## config.mk

```make
export PLATFORM = sky130hd
export DESIGN_NAME = timer_irq_flat
export DESIGN_NICKNAME = d
export VERILOG_FILES = /design/src/rtl/timer_irq_pkg.sv /design/src/rtl/timer_irq_if.sv /design/src/rtl/timer_irq_prescaler.sv /design/src/rtl/timer_irq.sv /design/src/flat_wrapper.sv
export SDC_FILE = /design/constraint.sdc
export NUM_CORES = 1
export LEC_CHECK = 0
export CORE_MARGIN = 2
export CORE_UTILIZATION = 29
export DETAILED_ROUTE_END_ITERATION = 16
export PLACE_DENSITY = 0.56
export SYNTH_ARGS = -nofsm -noshare
export SYNTH_HDL_FRONTEND = slang
export SYNTH_SLANG_ARGS = --single-unit
```

## constraint.sdc

```tcl
create_clock -name clk -period 3.7 [get_ports clk]
set_input_delay 0.37 -clock clk [delete_from_list [all_inputs] [get_ports clk]]
set_output_delay 0.37 -clock clk [all_outputs]
set_load 0.05 [all_outputs]
```

## src/rtl/timer_irq_pkg.sv

```systemverilog
// Shared constants for the memory-mapped interval timer: register window base,
// register offsets within the window and TCON bit positions.
package timer_irq_pkg;

  localparam logic [31:0] TIMER_BASE = 32'h4000_0000;

  localparam logic [1:0] TH_OFS   = 2'd0;
  localparam logic [1:0] TL_OFS   = 2'd1;
  localparam logic [1:0] TCON_OFS = 2'd2;

  localparam int EN_BIT = 0;
  localparam int IE_BIT = 1;
  localparam int ST_BIT = 2;
  localparam int OS_BIT = 3;

  // Window match on the upper address bits; the window is 16-byte aligned.
  function automatic logic addr_hit(input logic [27:0] addr_hi,
                                    input logic [27:0] base_hi);
    return addr_hi == base_hi;
  endfunction

endpackage

```

## src/rtl/timer_irq_if.sv

```systemverilog
// MEM-stage data bus seen by the timer: load/store strobes, address, data.
interface timer_irq_if;
  logic        MemRd;
  logic        MemWr;
  logic [31:0] Addr;
  logic [31:0] WriteData;
  logic [31:0] ReadData;

  modport master (output MemRd, output MemWr, output Addr, output WriteData,
                  input  ReadData);
  modport slave  (input  MemRd, input  MemWr, input  Addr, input  WriteData,
                  output ReadData);
endinterface

```

## src/rtl/timer_irq_prescaler.sv

```systemverilog
// Clock prescaler: emits one tick every PRESCALE enabled cycles; the count is
// held at zero whenever the timer is (or is about to become) disabled.
module timer_prescaler #(
  parameter int unsigned PRESCALE = 1
) (
  input  logic clk,
  input  logic reset,
  input  logic en,
  input  logic en_next,
  output logic tick
);

  localparam logic [15:0] LAST = 16'(PRESCALE - 1);

  logic [15:0] pcnt;
  logic [15:0] pcnt_next;

  // A disable written this cycle clears the count at the same edge.
  always_comb begin
    pcnt_next = '0;
    if (en && en_next && (pcnt != LAST))
      pcnt_next = pcnt + 16'd1;
  end

  always_ff @(posedge clk or posedge reset) begin
    if (reset)
      pcnt <= '0;
    else
      pcnt <= pcnt_next;
  end

  assign tick = en && (pcnt == LAST);

endmodule

```

## src/rtl/timer_irq.sv

```systemverilog
// Memory-mapped interval timer with level IRQ (TH reload, TL up-counter, TCON).
// Optional one-shot mode (TCON.OS) is built when TIMER_ONESHOT_EN is defined.
module timer_irq
  import timer_irq_pkg::*;
#(
  parameter logic [31:0] BASE_ADDR = TIMER_BASE,
  parameter int unsigned PRESCALE  = 1
) (
  input  logic        clk,
  input  logic        reset,
  timer_irq_if.slave  bus,
  output logic        IRQ
);

  logic [31:0] th, th_next;
  logic [31:0] tl, tl_next;
  logic        en, en_next;
  logic        ie, ie_next;
  logic        st, st_next;
  logic        os;
  logic        hit, wr, rd, tick, ovf;
  logic [1:0]  ofs;
  logic [31:0] tcon, rdata;
  logic        unused_addr_bits;

  assign unused_addr_bits = ^bus.Addr[1:0];

  timer_prescaler #(.PRESCALE(PRESCALE)) u_prescaler (
    .clk     (clk),
    .reset   (reset),
    .en      (en),
    .en_next (en_next),
    .tick    (tick)
  );

  always_comb begin
    hit  = addr_hit(bus.Addr[31:4], BASE_ADDR[31:4]);
    ofs  = bus.Addr[3:2];
    wr   = bus.MemWr && hit;
    rd   = bus.MemRd && hit;
    tcon = {28'd0, os, st, ie, en};
    ovf  = tick && (tl == 32'hFFFF_FFFF);

    rdata = 32'h0;
    if (rd) begin
      case (ofs)
        TH_OFS:   rdata = th;
        TL_OFS:   rdata = tl;
        TCON_OFS: rdata = tcon;
        default:  rdata = 32'h0;
      endcase
    end

    th_next = th;
    tl_next = tl;
    en_next = en;
    ie_next = ie;
    st_next = st;

    if (wr && (ofs == TH_OFS))
      th_next = bus.WriteData;

    // Bus write to TL beats both the increment and the reload.
    if (wr && (ofs == TL_OFS))
      tl_next = bus.WriteData;
    else if (ovf)
      tl_next = th;
    else if (tick)
      tl_next = tl + 32'd1;

`ifdef TIMER_ONESHOT_EN
    if (ovf && os)
      en_next = 1'b0;
`endif

    if (wr && (ofs == TCON_OFS)) begin
      en_next = bus.WriteData[EN_BIT];
      ie_next = bus.WriteData[IE_BIT];
      st_next = bus.WriteData[ST_BIT];
    end

    // Overflow set wins over a software clear so no interrupt is lost.
    if (ovf)
      st_next = 1'b1;
  end

  assign bus.ReadData = rdata;

  always_ff @(posedge clk or posedge reset) begin
    if (reset) begin
      th  <= '0;
      tl  <= '0;
      en  <= 1'b0;
      ie  <= 1'b0;
      st  <= 1'b0;
      IRQ <= 1'b0;
    end else begin
      th  <= th_next;
      tl  <= tl_next;
      en  <= en_next;
      ie  <= ie_next;
      st  <= st_next;
      IRQ <= ie & st;
    end
  end

`ifdef TIMER_ONESHOT_EN
  always_ff @(posedge clk or posedge reset) begin
    if (reset)
      os <= 1'b0;
    else if (wr && (ofs == TCON_OFS))
      os <= bus.WriteData[OS_BIT];
  end
`else
  assign os = 1'b0;
`endif

endmodule

```

## src/flat_wrapper.sv

```systemverilog
// flat-port wrapper written by rule: the top's interface ports become plain ports
module timer_irq_flat import timer_irq_pkg::*;
#(
  parameter logic [31:0] BASE_ADDR = TIMER_BASE,
  parameter int unsigned PRESCALE  = 1
)
  (clk, reset, IRQ, bus_MemRd, bus_MemWr, bus_Addr, bus_WriteData, bus_ReadData);
  timer_irq_if bus_i ();
  input  logic clk;
  input  logic reset;
  output logic IRQ;
  input wire logic [$bits(bus_i.MemRd)-1:0] bus_MemRd;
  input wire logic [$bits(bus_i.MemWr)-1:0] bus_MemWr;
  input wire logic [$bits(bus_i.Addr)-1:0] bus_Addr;
  input wire logic [$bits(bus_i.WriteData)-1:0] bus_WriteData;
  output wire logic [$bits(bus_i.ReadData)-1:0] bus_ReadData;
  assign bus_i.MemRd = bus_MemRd;
  assign bus_i.MemWr = bus_MemWr;
  assign bus_i.Addr = bus_Addr;
  assign bus_i.WriteData = bus_WriteData;
  assign bus_ReadData = bus_i.ReadData;
  timer_irq #(.BASE_ADDR(BASE_ADDR), .PRESCALE(PRESCALE)) u_core (.clk(clk), .reset(reset), .bus(bus_i), .IRQ(IRQ));
endmodule
```

Word-level counts from Yosys, hierarchy flattened
Cells that the tools add are included.
{ "op_classes": {"addsub": 2, "n_eq_ne": 4, "mux": 9, "bitwise_logic": 1, "n_reduce_logical": 14} }
{ "ops": {"columns": ["operator", "count"], "rows": [
  ["32-bit two-way mux", 4],
  ["32-bit one-hot mux with 3 select lines", 1],
  ["32-bit by 1-bit adder with 32-bit output, second input constant", 1],
  ["32-bit equality test, second input constant", 1],
  ["28-bit by 27-bit equality test with 1-bit output, second input constant", 1],
  ["16-bit by 1-bit adder with 16-bit output, second input constant", 1],
  ["16-bit zero test", 1],
  ["16-bit two-way mux", 1],
  ["16-bit nonzero test", 1],
  ["1-bit logical AND", 9],
  ["1-bit two-way mux", 3],
  ["3-bit nonzero test", 1],
  ["2-bit by 1-bit equality test with 1-bit output, second input constant", 1],
  ["2-bit equality test, second input constant", 1],
  ["2-bit zero test", 1],
  ["2-bit nonzero test", 1],
  ["1-bit AND", 1]
]} }
{ "totals": {"reg_bits": 84, "inputBits": 68, "out_inout_bits": 33, "word_cells": 37} }

Longest topological paths before layout
Gate-level depths: netlist (run 1).
{ "logic_depth": {"depth_word": 7, "depth_mapped": 8} }

By module
From an unflattened synthesis (run 1), not the netlist that was laid out.
{ "hier_totals": {"cells_unflattened": 580, "area_unflattened_um2": 5345.1} }
{ "by_module_without_submodules": {"columns": ["module", "instances", "cells_each", "area_per_inst_um2", "seq_area_each_um2"], "rows": [
  ["timer_irq", 1, 490, 4494.3, 1701.6],
  ["timer_prescaler", 1, 90, 850.8, 400.4]
]} }

Worst setup path before layout (run 1)
OpenSTA, ideal clock, no wires.
{ "synth_timing": {"path_kind": "input to output", "start": "input bus_Addr[13]", "end": "output bus_ReadData[21]", "arrival_ps": 2407, "slack_ps": 923, "path_stages": 7, "n_path_buf": 2, "path_cell_list": "nor4b_1 nand4_1 nor2_1 nand3b_1 clkbuf_1 clkbuf_1 nor2_1"} }
{ "synth_via": {"elab_chain_cells": 3} }
{ "synth_rtl": {"columns": ["item", "line_no", "text"], "rows": [
  ["start: declaration", "flat_wrapper.sv:14", "input wire logic [$bits(bus_i.Addr)-1:0] bus_Addr;"],
  ["28-bit by 27-bit equality test with 1-bit output", "timer_irq_pkg.sv:19", "return addr_hi == base_hi;"],
  ["1-bit logical AND", "timer_irq.sv:40", "rd = bus.MemRd && hit;"],
  ["32-bit two-way mux", "timer_irq.sv:45", "if (rd) begin"],
  ["end: declaration", "flat_wrapper.sv:16", "output wire logic [$bits(bus_i.ReadData)-1:0] bus_ReadData;"]
]} }
No other way between the ends.

Final worst setup path (run 1)
{ "layout_timing": {"start": "input bus_Addr[6]", "end": "output bus_ReadData[24]"} }
Same word-level chain as after synthesis.

==> metrics.md, run 1 <==
| Metric | Value |
|---|---|
| Outcome | complete, no violations |
| Die height | 139 um |
| Register Area | 2100 um2 |
| TritonCTS Buffers | 9 |
| H-tree depth | 3 |
| GP Congestion | 0.882 |
| Peak VDD IR | 0.233 mV |
| Critical path buffers and inverters | 3 |
| Worst hold-check path type | primary input to async pin |
| Post-synth top area cell | dfrtp_1 |
| Crit-path max FO | 29 |
| Initial detailed-routing violation count | 293 |
| Total congestion overflow | 0 |
| Post-Route WL | 15600 um |
| Crit path top cell by count | nor2_1 |
| Largest net degree at the start of global routing | 43 |
| P&R area growth vs syn | 33.7% |
| Seq/Total Area, Yosys | 0.400 |
| DRC violation count after routing | 0 |
| Setup_tns | 0 ns |
| Critical path launch point type | primary input |
| Period utilization | 0.833 |
| Max-Cap Viols | 0 |
| Hold_buf cts | 0 |
| Rows | 49 |
| RSZ-0062 raised after global routing | false |
| Critical path's slowest cell | nand4_1 |
| Final Hold Fails | 0 |
| #FFs+latches synth | 84 |
| Fraction of registers with async set or reset after synthesis | 1.00 |
| # resized after CTS | 0 |
| Clock root cell | clkbuf_16 |
| Nature of the critical path endpoint | primary output |
| Top cells by instance count after synthesis | dfrtp_1 (84), nor2_1 (70), mux2i_1 (41), mux2_1 (30), nand2_1 (29) |
| Drt first pass iters | 7 |
| Initial core utilization | 0.294 |
| Clock transition at path regs | 0.07 ns |
| Worst setup margin | 0.618 ns |
| Syn. warnings | 0 |
| CTS tree | yes |
| Setup violators final | 0 |
| TritonCTS Sinks | 84 |
| R2R setup slack | 1.12 ns |
| Power per cell area | 277 nW/um2 |
| IO Pins | 101 |
| # fillers | 1757 |
| Synthesized Nets | 624 |
| Setup bufs post-CTS | 0 |
| Count leader, synth | dfrtp_1 |
| Critical path arrival | 2.71 ns |
| Die Wd | 139 um |
| First-pass GRT wire length | 25100 um |
| Multi-input logic area | 2980 um2 |
| Crit path time final | 3.08 ns |
| Synthesized cell area | 5260 um2 |
| CP required | 3.33 ns |
| Yosys cell types | 59 |
| CP top delay family | simple AND/OR/NAND/NOR gates |
| DP Worst Slack | 0.626 ns |
| Static Leak | 2.89 nW |
| CP peak stage delay | 0.43 ns |
| Yosys top cell area share | 0.400 |
| Final Max Tran Viols | 0 |
| Worst skew pair latency | 0.35 ns |
| Syn Inst Count | 553 |
| Clock Tree Buf Depth | 2 |
| Die area | 19200 um2 |
| Total GRT Usage | 0.163 |
| Share of cells above drive strength 1 | 0.118 |
| Core area | 17900 um2 |
| Initial antenna violation count | 0 |
| Antenna Cells | 0 |
| Avg Cell Area, Syn | 9.51 um2 |
| Cell chain of the critical path | clkdlybuf4s50_1 -> nor4_1 -> nand4_1 -> nor2_1 -> nand3b_1 -> buf_4 -> nor2_1 -> buf_12 |
| Via count | 4755 |
| Vias in the first global route | 4756 |
| Worst Setup Path Type | primary input to primary output |
| Ys flop type | dfrtp_1 |
| Fin nets | 713 |
| Largest cells by area after synthesis | dfrtp_1 (40%), mux2i_1 (7.8%), mux2_1 (6.4%) |
| ANT nets after route | 0 |
| DR WL/cell | 17.9 um |
| Dpl hpwl | 11300 um |
| PortBufs | 98 |
| R2R Path Start | u_core.tl[1] |
| Max Fclk | 0.324 GHz |
| DR vias/cell | 5.43 |
| Slew @ Worst Pin | 0.802 ns |
| Relative slew slack | 0.464 |
| Reg2reg path depth | 6 |
| Clock Skew | 0.00983 ns |
| FF-to-FF End | u_core.tl[29] |
| Post-synth EDFFs | 0 |
layout by cell type, fill, tap and decap left out, drive strengths merged, types with 14 or more instances in the layout:
cell	count
o21ai	19
nor3	23
buf	44
clkdlybuf4s50	65
mux2	36
dfrtp	84
nand4	22
mux2i	41
nor2	70
and4	14
nand3	21
a21oi	15
nand2	29
nor4	23
area by class of cell:
| type | count | area share |
|---|---|---|
| clock buffers | 13 | 0.0356 |
| inverters | 11 | 0.00605 |
| flip-flops and latches | 84 | 0.299 |
| well taps | 229 | 0.0407 |
| clock inverters | 2 | 0.00498 |
| repair buffers | 109 | 0.191 |
| multi-input cells | 427 | 0.423 |
registers in the layout (all words and copies together), names as in the netlist:
name,count
u_core.th,32
u_core.tl,32
u_core.u_prescaler.pcnt,16
u_core.IRQ,1
u_core.en,1
u_core.ie,1
u_core.st,1
layer usage:
layer  vias to the layer above  share of wire  track usage
met1                      2318           0.44        0.215
met5                         -              0            0
met2                       155           0.47        0.267
met3                        28          0.059       0.0304
li1                       2254              -            -
met4                         0          0.023       0.0601
worst max path at each step:
stage	startpoint	end	slack [ns]	cells past startpoint
after floorplan	bus_Addr[13]	bus_ReadData[21]	0.92	7
after global placement	bus_Addr[13]	bus_ReadData[29]	0.68	8
after detailed placement	bus_Addr[13]	bus_ReadData[24]	0.63	8
after CTS	bus_Addr[6]	bus_ReadData[24]	0.60	8
after global routing	bus_Addr[14]	bus_ReadData[24]	0.38	8
final	bus_Addr[6]	bus_ReadData[24]	0.62	8
where the power goes:
part / internal (mW) / switching, mW / leakage [nW]
Sequential: 0.919 / 0.0000550 / 1.12
Combinational: 0.0741 / 0.0540 / 1.63
Clock: 0.538 / 0.360 / 0.140
Total: 1.53 / 0.414 / 2.89
logic make-up (layout without fill, tap and decap cells):
group                    count (synthesis)  in the layout  share of synthesized area
AND/OR/NAND/NOR                        233            233                      0.247
AO/OA/AOI/OAI                           89             89                      0.115
flip-flops                              84             84                      0.400
multiplexers                            77             77                      0.155
buffers and inverters                   42            135                     0.0350
XOR/XNOR                                25             25                     0.0416
adder cells (fa/ha/maj)                  3              3                    0.00714
metrics by stage:
stage | area [um2] | utilization | hold WS (ns) | power [mW] | std cells
floorplan | 5260 | - | 0.476 | 0.973 | 553
global placement | 6750 | 0.377 | 0.499 | 1.06 | 860
detailed placement | 6750 | 0.377 | 0.503 | 1.07 | 860
CTS | 7030 | 0.393 | 0.472 | 1.97 | 875
global route | 7030 | 0.393 | 0.518 | 2.02 | 875
finish | 7030 | 0.393 | 0.440 | 1.94 | 875
Power figures use the tool's default switching activity.
==> run 2: changes to the inputs <==
- clock period: 3.7 -> 2.85 ns (I/O delays scaled with it)
==> metrics.md, run 2 (synthesis results as in run 1) <==
| Metric | Value |
|---|---|
| Most frequent cells in the layout | dfrtp_1 (84), nor2_1 (70), clkdlybuf4s50_1 (65) (unchanged) |
| Share of cells above drive strength 1 | 0.134 (was 0.118) |
| Core area | 17900 um2 (unchanged) |
| Period utilization | 0.923 |
| Dpl hpwl | 11500 um (was 11300 um) |
| DR WL/cell | 17.7 um (was 17.9 um) |
| Nature of the critical path endpoint | primary output (unchanged) |
| Drt first pass iters | 7 (unchanged) |
| Initial antenna violation count | 0 (unchanged) |
| Vias in the first global route | 4809 (was 4756) |
| Critical path launch point type | primary input (unchanged) |
| Switching Power | 542 uW (was 414 uW) |
| GP Congestion | 0.927 (was 0.882) |
| Setup bufs post-CTS | 0 (unchanged) |
| First-pass GRT wire length | 25600 um (was 25100 um) |
| Initial detailed-routing violation count | 359 (was 293) |
| Final Hold Fails | 0 (unchanged) |
| Fin nets | 722 (was 713) |
| CP required | 2.57 ns (was 3.33 ns) |
| Largest net degree at the start of global routing | 54 (was 43) |
| CTS tree | yes (unchanged) |
| Clock root cell | clkbuf_16 (unchanged) |
| R2R setup slack | 0.34 ns (was 1.12 ns) |
| IO Pins | 101 (unchanged) |
| Crit path time final | 2.63 ns |
| Worst hold-check path type | primary input to async pin (unchanged) |
| DR vias/cell | 5.35 (was 5.43) |
| Clock power share | 0.467 (was 0.462) |
| Hold Worst Slack | 0.313 ns (was 0.440 ns) |
| Relative slew slack | 0.587 (was 0.464) |
| Crit. Startpoint | bus_Addr[23] (was bus_Addr[6]) |
| Outcome | complete, no violations (unchanged) |
| Worst Setup EP | bus_ReadData[11] (was bus_ReadData[24]) |
| Total congestion overflow | 0 (unchanged) |
| Slew @ Worst Pin | 0.620 ns (was 0.802 ns) |
| TritonCTS Buffers | 9 (unchanged) |
| Worst skew pair latency | 0.34 ns (was 0.35 ns) |
| Final Max Tran Viols | 0 (unchanged) |
| Setup violators final | 0 (unchanged) |
| ANT nets after route | 0 (unchanged) |
| Total GRT Usage | 0.165 (was 0.163) |
| Antenna Cells | 0 (unchanged) |
| Die area | 19200 um2 (unchanged) |
| Crit-path max FO | 29 (unchanged) |
| Worst Setup Path Type | primary input to primary output (unchanged) |
| Combinational share of power | 0.067 (was 0.066) |
| Setup_tns | 0 ns (unchanged) |
| RSZ-0062 raised after global routing | false (unchanged) |
| Power per cell area | 356 nW/um2 (was 277 nW/um2) |
| TritonCTS Sinks | 84 (unchanged) |
| Post-Route WL | 15600 um (about the same) |
| Switching share of power | 0.212 (was 0.213) |
| FF-to-FF End | u_core.tl[3] (was u_core.tl[29]) |
| Commonest non-fill, non-tap cell in the layout | dfrtp_1 (unchanged) |
| Die height | 139 um (unchanged) |
| P&R area growth vs syn | 36.6% (was 33.7%) |
| Clock Skew | 0.0109 ns (was 0.00983 ns) |
| H-tree depth | 3 (unchanged) |
| Critical path arrival | 2.34 ns (was 2.71 ns) |
| Max-Cap Viols | 0 (unchanged) |
| R2R Path Start | u_core.u_prescaler.pcnt[0] (was u_core.tl[1]) |
| Seq pwr share | 0.466 (was 0.472) |
| Initial core utilization | 0.294 (unchanged) |
| Largest registers | u_core.th x32, u_core.tl x32, u_core.u_prescaler.pcnt x16 (unchanged) |
| Rows | 49 (unchanged) |
| Static Leak | 2.96 nW (was 2.89 nW) |
| Pint | 2.02 mW (was 1.53 mW) |
| PortBufs | 98 (unchanged) |
| Hold_buf cts | 0 (unchanged) |
| Max Fclk | 0.380 GHz |
| Peak VDD IR | 0.276 mV (was 0.233 mV) |
| Reg2reg path depth | 7 (was 6) |
| Die Wd | 139 um (unchanged) |
| DRC violation count after routing | 0 (unchanged) |
| Clock transition at path regs | 0.06 ns (was 0.07 ns) |
| Clock Tree Buf Depth | 2 (unchanged) |
| Via count | 4732 (was 4755) |
[run 2: worst min path at each step]
stage,from,end
after detailed placement,u_core.th[9],u_core.th[9]
after floorplan,bus_WriteData[12],u_core.tl[12]
final,reset,u_core.tl[26]
after CTS,reset,u_core.th[29]
after global routing,reset,u_core.tl[30]
after global placement,u_core.th[5],u_core.th[5]
[run 2: what timing repair did]
action | 4_1_cts | 5_1_grt
resized for setup | 0 | 1
endpoints found under the hold margin | 0 | 0
setup endpoints to repair | 0 | 7
[run 2: power groups by stage]
stage / clock (mW) / sequential (mW) / combinational [mW]
finish: 1.19 / 1.19 / 0.171
detailed placement: 0 / 1.21 / 0.172
floorplan: 0 / 1.21 / 0.0490
global route: 1.28 / 1.19 / 0.184
global placement: 0 / 1.21 / 0.171
CTS: 1.23 / 1.19 / 0.173
[run 2: final cells by class]
cell class              count  area, um2
multi-input cells         427       2980
flip-flops and latches     84       2100
clock buffers              12        256
inverters                  11       42.5
clock inverters             3       46.3
repair buffers            118       1470
well taps                 229        287
fillers                  1760      10700
[run 2: stage by stage]
| step | util | instances | total power, mW | area, um2 | setup slack, ns |
|---|---|---|---|---|---|
| floorplan | - | 553 | 1.26 | 5260 | 0.243 |
| global placement | 0.384 | 869 | 1.39 | 6880 | 0.204 |
| detailed placement | 0.384 | 869 | 1.39 | 6880 | 0.184 |
| CTS | 0.401 | 884 | 2.60 | 7180 | 0.178 |
| global route | 0.401 | 884 | 2.65 | 7190 | 0.00623 |
| finish | 0.401 | 884 | 2.56 | 7190 | 0.221 |
[run 2: worst max-delay path, cell delays in order]
cell and delay (ns):
clkdlybuf4s50_1 0.41, nor4_1 0.45, nand3_1 0.22, nor2_1 0.22, nand3b_1 0.15, buf_12 0.19
nor2_1 0.23, buf_12 0.17
[run 2: per-layer routing]
metal	GRT usage	wire length [um]
met1	0.217	6990
met2	0.281	7850
met3	0.0231	618
met4	0.0537	158
met5	0	0
==> run 3: changes to the inputs <==
- CTS_CLUSTER_DIAMETER: default -> 120
==> results of run 3 <==
The final DEF is identical to that of run 2; final timing and power are the same.
